$ cat config.mk
export PLATFORM = sky130hd
export DESIGN_NAME = mem_write_monitor_flat
export DESIGN_NICKNAME = d
export VERILOG_FILES = /design/src/rtl/mem_write_monitor_pkg.sv /design/src/rtl/mem_write_monitor_if.sv /design/src/rtl/mem_write_monitor_table.sv /design/src/rtl/mem_write_monitor.sv /design/src/flat_wrapper.sv
export SDC_FILE = /design/constraint.sdc
export NUM_CORES = 1
export LEC_CHECK = 0
export ABC_AREA = 1
export BUFFER_PORTS_ARGS = -buffer_cell sky130_fd_sc_hd__buf_2
export CAP_MARGIN = 20
export CORE_MARGIN = 10
export CORE_UTILIZATION = 40
export CTS_CLUSTER_DIAMETER = 30
export DETAILED_ROUTE_END_ITERATION = 7
export SLEW_MARGIN = 10
export SYNTH_ARGS = -nofsm -noshare
export SYNTH_HDL_FRONTEND = slang
export SYNTH_SLANG_ARGS = --single-unit
$ cat constraint.sdc
create_clock -name clk -period 12 [get_ports clk]
set_input_delay 1.2 -clock clk [delete_from_list [all_inputs] [get_ports clk]]
set_output_delay 1.2 -clock clk [all_outputs]
set_load 0.05 [all_outputs]
$ cat src/rtl/mem_write_monitor_pkg.sv
// Shared types for the memory write monitor: FSM encoding,
// fail-cause codes and the table index width helper.
package mem_mon_pkg;

  typedef enum logic [1:0] {
    IDLE = 2'd0,
    RUN  = 2'd1,
    PASS = 2'd2,
    FAIL = 2'd3
  } state_e;

  localparam logic [1:0] FC_NONE      = 2'd0;
  localparam logic [1:0] FC_UNEXP_ADR = 2'd1;
  localparam logic [1:0] FC_DATA_MISM = 2'd2;
  localparam logic [1:0] FC_TIMEOUT   = 2'd3;

  function automatic int idx_w(input int n);
    return (n > 1) ? $clog2(n) : 1;
  endfunction

endpackage

$ cat src/rtl/mem_write_monitor_if.sv
// Monitored processor store bus: MemWrite / DataAdr / WriteData.
// The processor side is the master, the monitor listens as slave.
interface mem_write_monitor_if #(
  parameter int ADDR_W = 32,
  parameter int DATA_W = 32
);

  logic              mem_write;
  logic [ADDR_W-1:0] data_adr;
  logic [DATA_W-1:0] write_data;

  modport master (
    output mem_write,
    output data_adr,
    output write_data
  );

  modport slave (
    input mem_write,
    input data_adr,
    input write_data
  );

endinterface

$ cat src/rtl/mem_write_monitor_table.sv
// Expected (address, data) register file: sync write, sync
// active-low clear, combinational read at the check pointer.
module mem_mon_table #(
  parameter int NUM_EXP = 4,
  parameter int ADDR_W  = 32,
  parameter int DATA_W  = 32,
  parameter int IDX_W   = 2
) (
  input  logic              clk,
  input  logic              i_rst_n,
  input  logic              i_we,
  input  logic [IDX_W-1:0]  i_idx,
  input  logic [ADDR_W-1:0] i_addr,
  input  logic [DATA_W-1:0] i_data,
  input  logic [IDX_W-1:0]  i_ptr,
  output logic [ADDR_W-1:0] o_addr,
  output logic [DATA_W-1:0] o_data
);

  logic [ADDR_W-1:0] r_addr [NUM_EXP];
  logic [DATA_W-1:0] r_data [NUM_EXP];

  always_ff @(posedge clk) begin
    if (!i_rst_n) begin
      for (int i = 0; i < NUM_EXP; i++) begin
        r_addr[i] <= '0;
        r_data[i] <= '0;
      end
    end else if (i_we && (int'(i_idx) < NUM_EXP)) begin
      r_addr[i_idx] <= i_addr;
      r_data[i_idx] <= i_data;
    end
  end

  assign o_addr = r_addr[i_ptr];
  assign o_data = r_data[i_ptr];

endmodule

$ cat src/rtl/mem_write_monitor.sv
// In-order store checker against a loadable expected table.
// Optional RUN timeout is built when MEM_MON_TIMEOUT_EN is defined.
module mem_write_monitor
  import mem_mon_pkg::*;
#(
  parameter int ADDR_W      = 32,
  parameter int DATA_W      = 32,
  parameter int NUM_EXP     = 4,
  parameter int TIMEOUT_CYC = 1000,
  localparam int IDX_W      = idx_w(NUM_EXP)
) (
  input  logic              clk,
  input  logic              reset,
  input  logic              cfg_we,
  input  logic [IDX_W-1:0]  cfg_idx,
  input  logic [ADDR_W-1:0] cfg_addr,
  input  logic [DATA_W-1:0] cfg_data,
  input  logic [IDX_W:0]    cfg_num,
  input  logic [ADDR_W-1:0] ign_addr,
  input  logic              start,
  mem_write_monitor_if.slave bus,
  output logic              busy,
  output logic              pass,
  output logic              fail,
  output logic [1:0]        fail_code,
  output logic [ADDR_W-1:0] fail_adr,
  output logic [DATA_W-1:0] fail_data,
  output logic [IDX_W:0]    match_cnt
);

  localparam logic [IDX_W:0]   NUM_MAX = (IDX_W+1)'(NUM_EXP);
  localparam logic [IDX_W:0]   CNT_ONE = (IDX_W+1)'(1);
  localparam logic [IDX_W-1:0] PTR_ONE = IDX_W'(1);

  state_e            r_state;
  logic              r_busy;
  logic              r_pass;
  logic              r_fail;
  logic [1:0]        r_code;
  logic [ADDR_W-1:0] r_adr;
  logic [DATA_W-1:0] r_data;
  logic [IDX_W-1:0]  r_ptr;
  logic [IDX_W:0]    r_cnt;
  logic [IDX_W:0]    r_num;

  logic [ADDR_W-1:0] w_exp_addr;
  logic [DATA_W-1:0] w_exp_data;
  logic              w_tbl_we;
  logic              w_wr;
  logic              w_adr_hit;
  logic              w_dat_hit;
  logic              w_ign_hit;
  logic              w_match;
  logic              w_last;
  logic              w_to_hit;
  logic [IDX_W:0]    w_num;

  // A same-edge start keeps the old entry, so that write is dropped
  assign w_tbl_we  = cfg_we && (r_state != RUN) && !start;
  assign w_wr      = (r_state == RUN) && bus.mem_write;
  assign w_adr_hit = (bus.data_adr == w_exp_addr);
  assign w_dat_hit = (bus.write_data == w_exp_data);
  assign w_ign_hit = (bus.data_adr == ign_addr);
  assign w_match   = w_wr && w_adr_hit && w_dat_hit && (r_num != '0);
  assign w_last    = ((r_cnt + CNT_ONE) == r_num);
  assign w_num     = (cfg_num > NUM_MAX) ? NUM_MAX : cfg_num;

  mem_mon_table #(
    .NUM_EXP (NUM_EXP),
    .ADDR_W  (ADDR_W),
    .DATA_W  (DATA_W),
    .IDX_W   (IDX_W)
  ) u_table (
    .clk     (clk),
    .i_rst_n (reset),
    .i_we    (w_tbl_we),
    .i_idx   (cfg_idx),
    .i_addr  (cfg_addr),
    .i_data  (cfg_data),
    .i_ptr   (r_ptr),
    .o_addr  (w_exp_addr),
    .o_data  (w_exp_data)
  );

`ifdef MEM_MON_TIMEOUT_EN
  localparam int TO_W = $clog2(TIMEOUT_CYC + 1);
  localparam logic [TO_W-1:0] TO_LAST = TO_W'(TIMEOUT_CYC - 1);
  localparam logic [TO_W-1:0] TO_ONE  = TO_W'(1);

  logic [TO_W-1:0] r_to_cnt;

  // Held at zero outside RUN, so a start always begins a fresh budget
  always_ff @(posedge clk) begin
    if (!reset) begin
      r_to_cnt <= '0;
    end else if (r_state != RUN) begin
      r_to_cnt <= '0;
    end else begin
      r_to_cnt <= r_to_cnt + TO_ONE;
    end
  end

  assign w_to_hit = (r_to_cnt == TO_LAST);
`else
  logic w_unused_to;
  assign w_unused_to = (TIMEOUT_CYC != 0);
  assign w_to_hit    = 1'b0;
`endif

  always_ff @(posedge clk) begin
    if (!reset) begin
      r_state <= IDLE;
      r_busy  <= 1'b0;
      r_pass  <= 1'b0;
      r_fail  <= 1'b0;
      r_code  <= FC_NONE;
      r_adr   <= '0;
      r_data  <= '0;
      r_ptr   <= '0;
      r_cnt   <= '0;
      r_num   <= '0;
    end else begin
      unique case (r_state)
        IDLE, PASS, FAIL: begin
          if (start) begin
            r_state <= RUN;
            r_busy  <= 1'b1;
            r_pass  <= 1'b0;
            r_fail  <= 1'b0;
            r_code  <= FC_NONE;
            r_adr   <= '0;
            r_data  <= '0;
            r_ptr   <= '0;
            r_cnt   <= '0;
            r_num   <= w_num;
          end
        end
        RUN: begin
          if (w_match) begin
            r_ptr <= r_ptr + PTR_ONE;
            r_cnt <= r_cnt + CNT_ONE;
          end
          if (r_num == '0 || (w_match && w_last)) begin
            r_state <= PASS;
            r_busy  <= 1'b0;
            r_pass  <= 1'b1;
          end else if (w_wr && !w_match && !w_ign_hit) begin
            r_state <= FAIL;
            r_busy  <= 1'b0;
            r_fail  <= 1'b1;
            r_code  <= w_adr_hit ? FC_DATA_MISM : FC_UNEXP_ADR;
            r_adr   <= bus.data_adr;
            r_data  <= bus.write_data;
          end else if (w_to_hit) begin
            r_state <= FAIL;
            r_busy  <= 1'b0;
            r_fail  <= 1'b1;
            r_code  <= FC_TIMEOUT;
          end
        end
        default: r_state <= IDLE;
      endcase
    end
  end

  assign busy      = r_busy;
  assign pass      = r_pass;
  assign fail      = r_fail;
  assign fail_code = r_code;
  assign fail_adr  = r_adr;
  assign fail_data = r_data;
  assign match_cnt = r_cnt;

endmodule

$ cat src/flat_wrapper.sv
// flat-port wrapper written by rule: the top's interface ports become plain ports
module mem_write_monitor_flat import mem_mon_pkg::*;
#(
  parameter int ADDR_W      = 32,
  parameter int DATA_W      = 32,
  parameter int NUM_EXP     = 4,
  parameter int TIMEOUT_CYC = 1000,
  localparam int IDX_W      = idx_w(NUM_EXP)
)
  (clk, reset, cfg_we, cfg_idx, cfg_addr, cfg_data, cfg_num, ign_addr, start, busy, pass, fail, fail_code, fail_adr, fail_data, match_cnt, bus_mem_write, bus_data_adr, bus_write_data);
  mem_write_monitor_if #(.ADDR_W(ADDR_W), .DATA_W(DATA_W)) bus_i ();
  input  logic clk;
  input  logic reset;
  input  logic cfg_we;
  input  logic [IDX_W-1:0] cfg_idx;
  input  logic [ADDR_W-1:0] cfg_addr;
  input  logic [DATA_W-1:0] cfg_data;
  input  logic [IDX_W:0] cfg_num;
  input  logic [ADDR_W-1:0] ign_addr;
  input  logic start;
  output logic busy;
  output logic pass;
  output logic fail;
  output logic [1:0] fail_code;
  output logic [ADDR_W-1:0] fail_adr;
  output logic [DATA_W-1:0] fail_data;
  output logic [IDX_W:0] match_cnt;
  input wire logic [$bits(bus_i.mem_write)-1:0] bus_mem_write;
  input wire logic [$bits(bus_i.data_adr)-1:0] bus_data_adr;
  input wire logic [$bits(bus_i.write_data)-1:0] bus_write_data;
  assign bus_i.mem_write = bus_mem_write;
  assign bus_i.data_adr = bus_data_adr;
  assign bus_i.write_data = bus_write_data;
  mem_write_monitor #(.ADDR_W(ADDR_W), .DATA_W(DATA_W), .NUM_EXP(NUM_EXP), .TIMEOUT_CYC(TIMEOUT_CYC)) u_core (.clk(clk), .reset(reset), .cfg_we(cfg_we), .cfg_idx(cfg_idx), .cfg_addr(cfg_addr), .cfg_data(cfg_data), .cfg_num(cfg_num), .ign_addr(ign_addr), .start(start), .bus(bus_i), .busy(busy), .pass(pass), .fail(fail), .fail_code(fail_code), .fail_adr(fail_adr), .fail_data(fail_data), .match_cnt(match_cnt));
endmodule
==> metrics.md <==
| Metric | Value |
|---|---|
| Sequential Power Share | `38.1%` |
| Total grt overflow | `0` |
| Die footprint | `0.0477 mm²` |
| Count of buffers from port buffering | `241` |
| Number of global-route vias before repair | `12.7k` |
| Avg Cell Area, Syn | `8.93 µm²` |
| Reg clk slew, reported paths | `40 ps` |
| Power Internal | `2.65 mW` |
| CTS Buf Count | `71` |
| Hold Vio Cnt, Final | `0` |
| FP Rows | `72` |
| Post-synth EDFFs | `256` |
| Ys async rst share | `0%` |
| Die height | `218 µm` |
| CP Data Arrival Time | `5620 ps` |
| Sw frac | `23.0%` |
| Synth warnings | `0` |
| Worst min-delay path class | `register to register` |
| Total Wirelength | `48900 µm` |
| Nets | `2165` |
| CTS Sinks | `337` |
| Period minus WS final | `5110 ps` |
| # DRC | `0` |
| Skew-Pair Late Insertion Delay | `580 ps` |
| # hold bufs at CTS | `0` |
| Core Area | `0.0387 mm²` |
| Routed Antenna Nets | `0` |
| P_sw | `790 µW` |
| Hpwl dp | `32700 µm` |
| Share of cells above drive strength 1 | `20.2%` |
| Post-Syn Nets | `1932` |
| Slew margin rel. | `35.7%` |
| FF+latch count, synth | `337` |
| Mapped cell area | `0.0157 mm²` |
| Register area share after synthesis | `59.2%` |
| Post-CTS sizing | `0` |
| Critical Path End Type | `register` |
| Status | `finished clean` |
| Initial DRC count | `1137` |
| Crit share post-route | `42.6%` |
| IO Count | `242` |
| Tot Pwr | `3.44 mW` |
| Total of max-cap violations | `0` |
| Via/cell ratio | `5.04` |
| Worst-Margin Slew | `963 ps` |
| Routability cong. | `0.822` |
| Initial core utilization | `40.6%` |
| Initial antenna violation count | `5` |
| Critical path class | `register to register` |
| Pins Over Slew Limit | `0` |
| Clock Skew | `21.2 ps` |
| Logic gate share of total power | `5.6%` |
| Critical-path maximum fanout | `68` |
| CTS H-Tree Depth | `3` |
| Layout Area Growth over Synthesis | `24.8%` |
| CP Data Required Time | `12510 ps` |
| Clock power frac | `56.3%` |
| Max VDD drop | `0.000113 V` |
| Pwr/cell area | `175 mW/mm²` |
| CTS tree | `done` |
| Top FF cell, synth | `edfxtp_1` |
| DRT Pass-1 Iters | `5` |
| GRT Util Overall | `19.8%` |
| Clk buf depth | `3` |
| CP Launch Type | `register` |
| DIE WIDTH | `218 µm` |
| Fmax | `196 MHz` |
| Synth cell types | `39` |
| Leakage | `8.86 nW` |
| Via count | `13.0k` |
| Endpoints failing setup | `0` |
| Drt wl/cell | `19.0 µm` |
| Post-CTS setup buffers | `0` |
| Syn Inst Count | `1761` |
| RSZ-0062 raised after global routing | `false` |
| Pin count of the biggest net entering global routing | `81` |
| Root Driver | `clkbuf_16` |
| Setup TNS | `0 ps` |
| First-pass GRT wire length | `73500 µm` |
==> through the flow <==
stage | cells | worst slack, ps | hold WS (ps) | util (%) | area (µm²)
after detailed placement | 2439 | 6780 | 439 | 44.5 | 17200
after global routing | 2571 | 6520 | 468 | 50.7 | 19600
after global placement | 2439 | 6850 | 435 | 44.5 | 17200
after floorplan | 1761 | 5290 | 430 | - | 15700
final | 2573 | 6890 | 448 | 50.7 | 19600
after CTS | 2569 | 6910 | 451 | 50.7 | 19600
==> cell type report <==
| class | instances | area [µm²] |
|---|---|---|
| multi-input cells | 1233 | 5580 |
| inverters | 97 | 373 |
| fillers | 3597 | 19100 |
| well taps | 518 | 648 |
| repair buffers | 254 | 1300 |
| flip-flops and latches | 337 | 9310 |
| clock inverters | 47 | 536 |
| diodes | 4 | 10.0 |
| clock buffers | 83 | 1860 |
==> power groups by stage <==
stage          combinational (mW)  sequential (mW)  clock (mW)
4_1_cts                     0.192             1.31        1.95
6_report                    0.191             1.31        1.94
5_1_grt                     0.210             1.31        2.01
3_3_place_gp                0.188             1.33           0
2_1_floorplan              0.0984             1.34           0
3_5_place_dp                0.191             1.33           0
==> worst max-delay path, stage by stage, from the launching register on <==
cell and delay (ps):
dfxtp_4 710, clkinv_2 920, buf_4 670, nand2_1 140
nand3_1 100, nand2_1 100, nand2_1 50, nand2_1 50
nor2_1 50, nand2_1 100, nor2_1 70, nand3_1 170
nor2_4 80, nand2_2 120, nand2_2 110, nor2_8 680
nand2_2 430, or2_0 330, nand2_1 50
==> layer usage <==
metal / wire length [µm] / GRT usage (%)
met2: 22200 / 30.8
met3: 4350 / 4.74
met5: 17 / 0
met1: 21200 / 26.6
met4: 1170 / 6.92
==> cells in the mapped netlist (10+ instances only) <==
library cell | count | area [µm²]
dfxtp_1 | 81 | 1620
nand3b_1 | 36 | 270
nor2_1 | 299 | 1120
xnor2_1 | 21 | 184
inv_1 | 93 | 349
buf_2 | 29 | 145
edfxtp_1 | 256 | 7690
or2_2 | 10 | 62.6
buf_4 | 17 | 128
clkbuf_1 | 25 | 93.8
nand2_1 | 521 | 1960
nand3_1 | 265 | 1330
xor2_1 | 18 | 158
buf_1 | 16 | 60.1
==> registers in the layout, summed over array words and instances, names as in the netlist, named ones only <==
name,count
u_core.r_ptr,2
u_core.fail,1
u_core.u_table.r_addr,128
u_core.fail_data,32
u_core.r_num,3
u_core.busy,1
u_core.pass,1
u_core.fail_adr,32
u_core.r_state,2
u_core.u_table.r_data,128
u_core.fail_code,2
u_core.match_cnt,3
==> cells by family after synthesis <==
logic type               after synthesis  synth area share (%)
adder cells (fa/ha/maj)                1                0.0795
AND/OR/NAND/NOR                     1162                  31.7
buffers and inverters                191                  5.58
flip-flops                           337                  59.2
XOR/XNOR                              39                  2.17
AO/OA/AOI/OAI                         31                  1.32
==> worst paths after layout <==
path                from                  end  slack (ps)  cells past startpoint
max reg2reg     register  u_core.fail_code[0]        6890                     18
min reg2reg  u_core.fail          u_core.fail         450                      2
max             register  u_core.fail_code[0]        6890                     18
min          u_core.fail          u_core.fail         450                      2
==> cell usage in the layout, fill, tap and decap left out, drive strengths merged <==
master | synthesis | routed
nand2 | 524 | 524
nor2 | 302 | 302
nand3 | 274 | 274
edfxtp | 256 | 256
buf | 69 | 254
inv | 96 | 103
clkbuf | 25 | 83
dfxtp | 81 | 81
nand3b | 36 | 36
clkinv | 1 | 28
xnor2 | 21 | 21
xor2 | 18 | 18
o21ai | 14 | 14
or2 | 13 | 13
a21oi | 9 | 9
bufinv | 0 | 8
nor3 | 6 | 6
clkinvlp | 0 | 5
diode | 0 | 4
nand4 | 4 | 4
nor4 | 3 | 3
a32o | 2 | 2
a211oi | 1 | 1
a31oi | 1 | 1
o22ai | 1 | 1
o311a | 1 | 1
o31ai | 1 | 1
a2111oi | 1 | 1
ha | 1 | 1
Power figures use the tool's default switching activity.
